## config.mk

```make
export PLATFORM = sky130hd
export DESIGN_NAME = mem_stage_flat
export DESIGN_NICKNAME = d
export VERILOG_FILES = /design/src/rtl/mem_stage_pkg.sv /design/src/rtl/mem_stage_if.sv /design/src/rtl/mem_stage_mem_wb_reg.sv /design/src/rtl/mem_stage.sv /design/src/flat_wrapper.sv
export SDC_FILE = /design/constraint.sdc
export NUM_CORES = 1
export LEC_CHECK = 0
export ABC_AREA = 1
export CAP_MARGIN = 15
export CELL_PAD_IN_SITES_DETAIL_PLACEMENT = 0
export CELL_PAD_IN_SITES_GLOBAL_PLACEMENT = 1
export CORE_ASPECT_RATIO = 2
export CORE_MARGIN = 4
export CORE_UTILIZATION = 31
export DETAILED_ROUTE_END_ITERATION = 8
export HOLD_SLACK_MARGIN = 0.05
export PLACE_DENSITY = 0.83
export SLEW_MARGIN = 25
export SYNTH_ARGS = -nofsm -noshare
export SYNTH_HDL_FRONTEND = slang
export SYNTH_SLANG_ARGS = --single-unit
```

## constraint.sdc

```tcl
create_clock -name clk -period 5.1 [get_ports clk]
set_clock_uncertainty 0.05 [all_clocks]
set_input_delay 0.765 -clock clk [delete_from_list [all_inputs] [get_ports clk]]
set_output_delay 0.765 -clock clk [all_outputs]
set_load 0.01 [all_outputs]
```

## src/rtl/mem_stage_pkg.sv

```systemverilog
// Shared definitions for the MEM pipeline stage: control-bit positions,
// FSM state encoding and the MEM/WB pipeline record.
package mem_stage_pkg;

  // m_MEM control bit positions
  localparam int M_BRANCH = 2;
  localparam int M_READ   = 1;
  localparam int M_WRITE  = 0;

  // wb_MEM / wb_WB control bit positions
  localparam int WB_REG_WRITE  = 1;
  localparam int WB_MEM_TO_REG = 0;

  typedef enum logic {
    IDLE = 1'b0,
    BUSY = 1'b1
  } state_t;

  typedef struct packed {
    logic [31:0] read_data;
    logic [31:0] alu_res;
    logic [4:0]  rd;
    logic [1:0]  wb;
  } mem_wb_t;

  // Word accesses only: the two low address bits must be clear.
  function automatic logic is_aligned(input logic [1:0] addr_lsb);
    return addr_lsb == 2'b00;
  endfunction

endpackage

```

## src/rtl/mem_stage_if.sv

```systemverilog
// Data-memory request bus between the MEM stage (master) and the memory (slave).
interface mem_stage_if;

  logic        dmem_req;
  logic        dmem_we;
  logic [31:0] dmem_addr;
  logic [31:0] dmem_wdata;
  logic        dmem_ack;
  logic [31:0] dmem_rdata;

  modport master (
    output dmem_req,
    output dmem_we,
    output dmem_addr,
    output dmem_wdata,
    input  dmem_ack,
    input  dmem_rdata
  );

  modport slave (
    input  dmem_req,
    input  dmem_we,
    input  dmem_addr,
    input  dmem_wdata,
    output dmem_ack,
    output dmem_rdata
  );

endinterface

```

## src/rtl/mem_stage_mem_wb_reg.sv

```systemverilog
// MEM/WB pipeline register: load takes a full record, bubble kills only the
// write-back controls and leaves the data fields as they were.
module mem_wb_reg
  import mem_stage_pkg::*;
(
  input  logic    clk,
  input  logic    rst,
  input  logic    load,
  input  logic    bubble,
  input  mem_wb_t d,
  output mem_wb_t q
);

  mem_wb_t mem_wb_q;
  mem_wb_t mem_wb_d;

  always_comb begin
    mem_wb_d = mem_wb_q;
    if (bubble) begin
      mem_wb_d.wb[WB_REG_WRITE]  = 1'b0;
      mem_wb_d.wb[WB_MEM_TO_REG] = 1'b0;
    end else if (load) begin
      mem_wb_d = d;
    end
  end

  always_ff @(posedge clk or posedge rst) begin
    if (rst) begin
      mem_wb_q <= '0;
    end else begin
      mem_wb_q <= mem_wb_d;
    end
  end

  assign q = mem_wb_q;

endmodule

```

## src/rtl/mem_stage.sv

```systemverilog
// MEM pipeline stage: issues data-memory accesses through a two-state FSM,
// stalls the front of the pipe while waiting, and feeds the MEM/WB register.
module mem_stage
  import mem_stage_pkg::*;
#(
  parameter int unsigned TIMEOUT = 15
)
(
  input  logic        clk,
  input  logic        rst,
  input  logic [31:0] res,
  input  logic        zero,
  input  logic [4:0]  write_register_ex,
  input  logic [31:0] write_data_ex,
  input  logic [2:0]  m_MEM,
  input  logic [1:0]  wb_MEM,
  mem_stage_if.master dmem,
  output logic        stall_mem,
  output logic        pc_src,
  output logic [31:0] read_data_wb,
  output logic [31:0] alu_res_wb,
  output logic [4:0]  rd_WB,
  output logic [1:0]  wb_WB,
  output logic        mem_err
);

  localparam int CNT_W = (TIMEOUT < 2) ? 1 : $clog2(TIMEOUT);
  localparam logic [CNT_W-1:0] CNT_LAST = CNT_W'(TIMEOUT - 1);

  state_t           state_q,   state_d;
  logic [CNT_W-1:0] cnt_q,     cnt_d;
  logic [31:0]      addr_q,    addr_d;
  logic [31:0]      wdata_q,   wdata_d;
  logic             we_q,      we_d;
  logic             mem_err_q, mem_err_d;

  logic    access;
  logic    aligned;
  logic    wb_load;
  logic    wb_bubble;
  mem_wb_t wb_in;
  mem_wb_t wb_out;

  assign access  = m_MEM[M_READ] | m_MEM[M_WRITE];
  assign aligned = is_aligned(res[1:0]);

  // Branch resolution is independent of any memory activity.
  assign pc_src = m_MEM[M_BRANCH] & zero;

  always_comb begin
    state_d   = state_q;
    cnt_d     = cnt_q;
    addr_d    = addr_q;
    wdata_d   = wdata_q;
    we_d      = we_q;
    mem_err_d = 1'b0;
    stall_mem = 1'b0;
    wb_load   = 1'b0;
    wb_bubble = 1'b0;

    wb_in.read_data = wb_out.read_data;
    wb_in.alu_res   = res;
    wb_in.rd        = write_register_ex;
    wb_in.wb        = wb_MEM;

    unique case (state_q)
      IDLE: begin
        if (access && aligned) begin
          // Read+write together is a store.
          state_d   = BUSY;
          cnt_d     = '0;
          addr_d    = res;
          wdata_d   = write_data_ex;
          we_d      = m_MEM[M_WRITE];
          stall_mem = 1'b1;
          wb_bubble = 1'b1;
        end else if (access) begin
          mem_err_d = 1'b1;
          wb_bubble = 1'b1;
        end else begin
          wb_load = 1'b1;
        end
      end
      BUSY: begin
        if (dmem.dmem_ack) begin
          state_d = IDLE;
          wb_load = 1'b1;
          if (!we_q) begin
            wb_in.read_data = dmem.dmem_rdata;
          end
        end else if (cnt_q == CNT_LAST) begin
          // Give up: let the pipe move on with a killed instruction.
          state_d   = IDLE;
          mem_err_d = 1'b1;
          wb_bubble = 1'b1;
        end else begin
          cnt_d     = cnt_q + CNT_W'(1);
          stall_mem = 1'b1;
          wb_bubble = 1'b1;
        end
      end
      default: begin
        state_d = IDLE;
      end
    endcase
  end

  always_ff @(posedge clk or posedge rst) begin
    if (rst) begin
      state_q   <= IDLE;
      cnt_q     <= '0;
      addr_q    <= '0;
      wdata_q   <= '0;
      we_q      <= 1'b0;
      mem_err_q <= 1'b0;
    end else begin
      state_q   <= state_d;
      cnt_q     <= cnt_d;
      addr_q    <= addr_d;
      wdata_q   <= wdata_d;
      we_q      <= we_d;
      mem_err_q <= mem_err_d;
    end
  end

  assign dmem.dmem_req   = (state_q == BUSY);
  assign dmem.dmem_we    = (state_q == BUSY) & we_q;
  assign dmem.dmem_addr  = addr_q;
  assign dmem.dmem_wdata = wdata_q;
  assign mem_err         = mem_err_q;

  mem_wb_reg u_mem_wb (
    .clk    (clk),
    .rst    (rst),
    .load   (wb_load),
    .bubble (wb_bubble),
    .d      (wb_in),
    .q      (wb_out)
  );

  assign read_data_wb = wb_out.read_data;
  assign alu_res_wb   = wb_out.alu_res;
  assign rd_WB        = wb_out.rd;
  assign wb_WB        = wb_out.wb;

endmodule

```

## src/flat_wrapper.sv

```systemverilog
// flat-port wrapper written by rule: the top's interface ports become plain ports
module mem_stage_flat import mem_stage_pkg::*;
#(
  parameter int unsigned TIMEOUT = 15
)
  (clk, rst, res, zero, write_register_ex, write_data_ex, m_MEM, wb_MEM, stall_mem, pc_src, read_data_wb, alu_res_wb, rd_WB, wb_WB, mem_err, dmem_dmem_req, dmem_dmem_we, dmem_dmem_addr, dmem_dmem_wdata, dmem_dmem_ack, dmem_dmem_rdata);
  mem_stage_if dmem_i ();
  input  logic clk;
  input  logic rst;
  input  logic [31:0] res;
  input  logic zero;
  input  logic [4:0] write_register_ex;
  input  logic [31:0] write_data_ex;
  input  logic [2:0] m_MEM;
  input  logic [1:0] wb_MEM;
  output logic stall_mem;
  output logic pc_src;
  output logic [31:0] read_data_wb;
  output logic [31:0] alu_res_wb;
  output logic [4:0] rd_WB;
  output logic [1:0] wb_WB;
  output logic mem_err;
  output wire logic [$bits(dmem_i.dmem_req)-1:0] dmem_dmem_req;
  output wire logic [$bits(dmem_i.dmem_we)-1:0] dmem_dmem_we;
  output wire logic [$bits(dmem_i.dmem_addr)-1:0] dmem_dmem_addr;
  output wire logic [$bits(dmem_i.dmem_wdata)-1:0] dmem_dmem_wdata;
  input wire logic [$bits(dmem_i.dmem_ack)-1:0] dmem_dmem_ack;
  input wire logic [$bits(dmem_i.dmem_rdata)-1:0] dmem_dmem_rdata;
  assign dmem_dmem_req = dmem_i.dmem_req;
  assign dmem_dmem_we = dmem_i.dmem_we;
  assign dmem_dmem_addr = dmem_i.dmem_addr;
  assign dmem_dmem_wdata = dmem_i.dmem_wdata;
  assign dmem_i.dmem_ack = dmem_dmem_ack;
  assign dmem_i.dmem_rdata = dmem_dmem_rdata;
  mem_stage #(.TIMEOUT(TIMEOUT)) u_core (.clk(clk), .rst(rst), .res(res), .zero(zero), .write_register_ex(write_register_ex), .write_data_ex(write_data_ex), .m_MEM(m_MEM), .wb_MEM(wb_MEM), .dmem(dmem_i), .stall_mem(stall_mem), .pc_src(pc_src), .read_data_wb(read_data_wb), .alu_res_wb(alu_res_wb), .rd_WB(rd_WB), .wb_WB(wb_WB), .mem_err(mem_err));
endmodule
```

==> reports/qor.yml <==
clock_tree:
  cts_sinks: 142
  postCtsSetupBuffers: 0
  cts_buffers: 17
  cts_buffer_depth: 2
  hold_buffers: 0
  ctsHtreeMaxLevel: 4
  cts_root_buffer: "clkbuf_16"
  post_cts_resized: 0
  clk_latency_ns: 0.41
  cts_tree: "done"
  cts.reportedPaths.clkPinSlew_ns: 0.06
yosys:
  synth-xor-area-share_pct: 0.152
  synth-simple-area-share_pct: 22.1
  synth_fa_ha_area_share_pct: 0.435
  synth_top_family_by_area: "simple AND/OR/NAND/NOR gates"
  synth.distinct_cells: 23
  syn-instance-count: 626
  ys_warn_count: 0
  synth_ff_type: "dfrtp_1"
  synthArstFlopShare_pct: 100
  synth_edf_count: 0
  ys_seq_area_share_pct: 61.8
  syn_nets: 738
  post_synth.cell_area_avg_um2: 9.19
  syn_area_um2: 5750
  synth.mux.area_fraction_pct: 0
  synth-seq-cells: 142
  synth_compound_area_share_pct: 5.78
place:
  dp.cells: 1059
  routabilityCongestion: 0.780
  dp_hpwl_um: 12400
  io_buffers: 249
die:
  die_area_um2: 20900
  die_w_um: 104
  fp-row-count: 70
  die_h_um: 201
  start_util_pct: 31.4
  ios: 250
  core_area_um2: 18300
drt:
  drt-total-wl_um: 17600
  vias: 4848
  routedWlPerCell_um: 16.2
  drc_errors: 0
  dr.pass1.iters: 4
  drtIter0Drc: 216
  vias_per_cell: 4.44
  ant_nets: 0
critical_path:
  crit_required_ns: 4.28
  cp_max_fo: 35
  cp-start-kind: "input port"
  critPathKind: "in -> out"
  critPathCaptureType: "output port"
  arrival_ns: 2.54
sta:
  max_freq_mhz: 298
  hold_viol_final: 0
  slew_headroom_pct: 38.0
  report.final.slew_viol_count: 0
  hold_ws_ns: 0.415
  finalSetupTns_ns: 0
  worst_pin_slew_ns: 0.930
  final.min_clock_period_ns: 3.36
  rsz0062_at_grt: "false"
  setup_viol: 0
  fin_crit_sh_pct: 65.9
layout:
  drive_above_1_share_pct: 5.49
  final_cell_count_no_fill: 1091
  area.growth.synth_to_final_pct: 53.9
  finalNetCount: 974
  antenna_cells: 0
power:
  vdd_drop_max_uv: 239
  seqPwrFrac_pct: 39.8
  power_density_nw_per_um2: 436
  p_leak_nw: 4.37
  p_int_mw: 2.71
  p_clk_share_pct: 30.5
  pwr-share-comb_pct: 29.7
  switching_share_pct: 29.8
  switchingPower_mw: 1.15
outcome:
  status: "finished clean"
global_route:
  track_usage_pct: 17.0
  overflow: 0
  grt_max_degree: 96
  grt_pass1_vias: 4850
  grt_pass1_wl_um: 27400
  antenna_found_initial: 0
job:
  cap_violations: 0
worst_hold_path:
  hp-class: "reg -> reg"
## path summary, 6_finish.rpt
kind / slack, ns / depth (start not counted) / to / startpoint
worst max-delay path: 1.74 / 6 / stall_mem / dmem_dmem_ack
worst min-delay path: 0.42 / 2 / u_core.u_mem_wb.q[48]$_DFFE_PP0P_ / u_core.u_mem_wb.q[48]$_DFFE_PP0P_
worst max register to register: 2.72 / 5 / u_core.u_mem_wb.q[2]$_DFFE_PP0P_ / u_core.dmem.dmem_req$_DFF_PP0_
worst min register to register: 0.42 / 2 / u_core.u_mem_wb.q[48]$_DFFE_PP0P_ / u_core.u_mem_wb.q[48]$_DFFE_PP0P_
max in group asynchronous: 3.39 / 3 / u_core.u_mem_wb.q[41]$_DFFE_PP0P_ / rst
min in group asynchronous: 0.77 / 2 / u_core.dmem.dmem_addr[30]$_DFFE_PP0P_ / rst
## placed cells by master (no fill, tap or decap), drive strengths merged
| master | netlist | final |
|---|---|---|
| xor2 | 1 | 1 |
| o22ai | 1 | 1 |
| ha | 2 | 2 |
| dfrtp | 142 | 142 |
| nand3 | 76 | 76 |
| clkdlybuf4s50 | 0 | 249 |
| clkinvlp | 0 | 3 |
| nor2 | 5 | 5 |
| nand2 | 222 | 222 |
| inv | 77 | 77 |
| buf | 33 | 4 |
| clkinv | 0 | 6 |
| o21ai | 63 | 63 |
| nand4 | 1 | 1 |
| bufinv | 0 | 1 |
| clkbuf | 3 | 22 |
## cell type report
| class | count | area [µm²] |
|---|---|---|
| tap | 216 | 270 |
| inverter | 77 | 294 |
| fill | 1755 | 9450 |
| timing repair buffer | 253 | 2530 |
| multi-input combinational | 371 | 1650 |
| sequential | 142 | 3550 |
| clock inverter | 10 | 90.1 |
| clock buffer | 22 | 464 |
## cell families (layout without fill, tap and decap cells)
group,after synthesis,in the layout
DFF,142,142
xor gates and xnor gates,1,1
adders and majority gates,2,2
and+or+nand+nor,304,304
buffers and inverters,113,362
AOI/OAI and AO/OA,64,64
## critical path, stage by stage
cell	delay (ns)
clkdlybuf4s50_1	0.46
buf_4	0.36
nor2_1	0.10
nand2_1	0.22
nand2_1	0.10
clkdlybuf4s50_1	0.51
## cell usage after synthesis, types with 4 or more instances
| library cell | count | area [µm²] |
|---|---|---|
| inv_1 | 75 | 282 |
| o21ai_1 | 57 | 285 |
| buf_1 | 4 | 15.0 |
| buf_2 | 12 | 60.1 |
| nand2_1 | 219 | 822 |
| dfrtp_1 | 142 | 3550 |
| nand3_1 | 73 | 365 |
| buf_6 | 12 | 135 |
## power groups by stage
stage	clock network, mW	logic (mW)	registers, mW
6_report	1.18	1.15	1.53
5_1_grt	1.26	1.24	1.57
4_1_cts	1.22	1.17	1.54
3_5_place_dp	0	1.17	1.55
3_3_place_gp	0	1.16	1.54
2_1_floorplan	0	0.324	1.67
## sequential cells by signal (all words and copies together) (netlist names)
name	cells
u_core.dmem.dmem_req	1
u_core.mem_err	1
u_core.we_q	1
u_core.cnt_q	4
u_core.dmem.dmem_wdata	32
u_core.dmem.dmem_addr	32
u_core.u_mem_wb.q	71
## routing by layer
metal	global-route usage (%)	part of all wire, %	up-vias
li1	-	-	2417
met1	18.3	37	2269
met2	31.4	55	137
met3	3.44	4.1	25
met4	7.89	2.9	0
met5	0	0	-
## through the flow
step | power (mW) | setup WS [ns] | instance area [µm²] | util (%)
final | 3.86 | 1.74 | 8850 | 48.4
after global routing | 4.07 | 1.59 | 8850 | 48.4
after CTS | 3.92 | 1.72 | 8850 | 48.4
after detailed placement | 2.72 | 1.73 | 8300 | 45.3
after global placement | 2.70 | 1.75 | 8300 | 45.3
after floorplan | 1.99 | 0.475 | 5750 | -
Power figures use the tool's default switching activity.
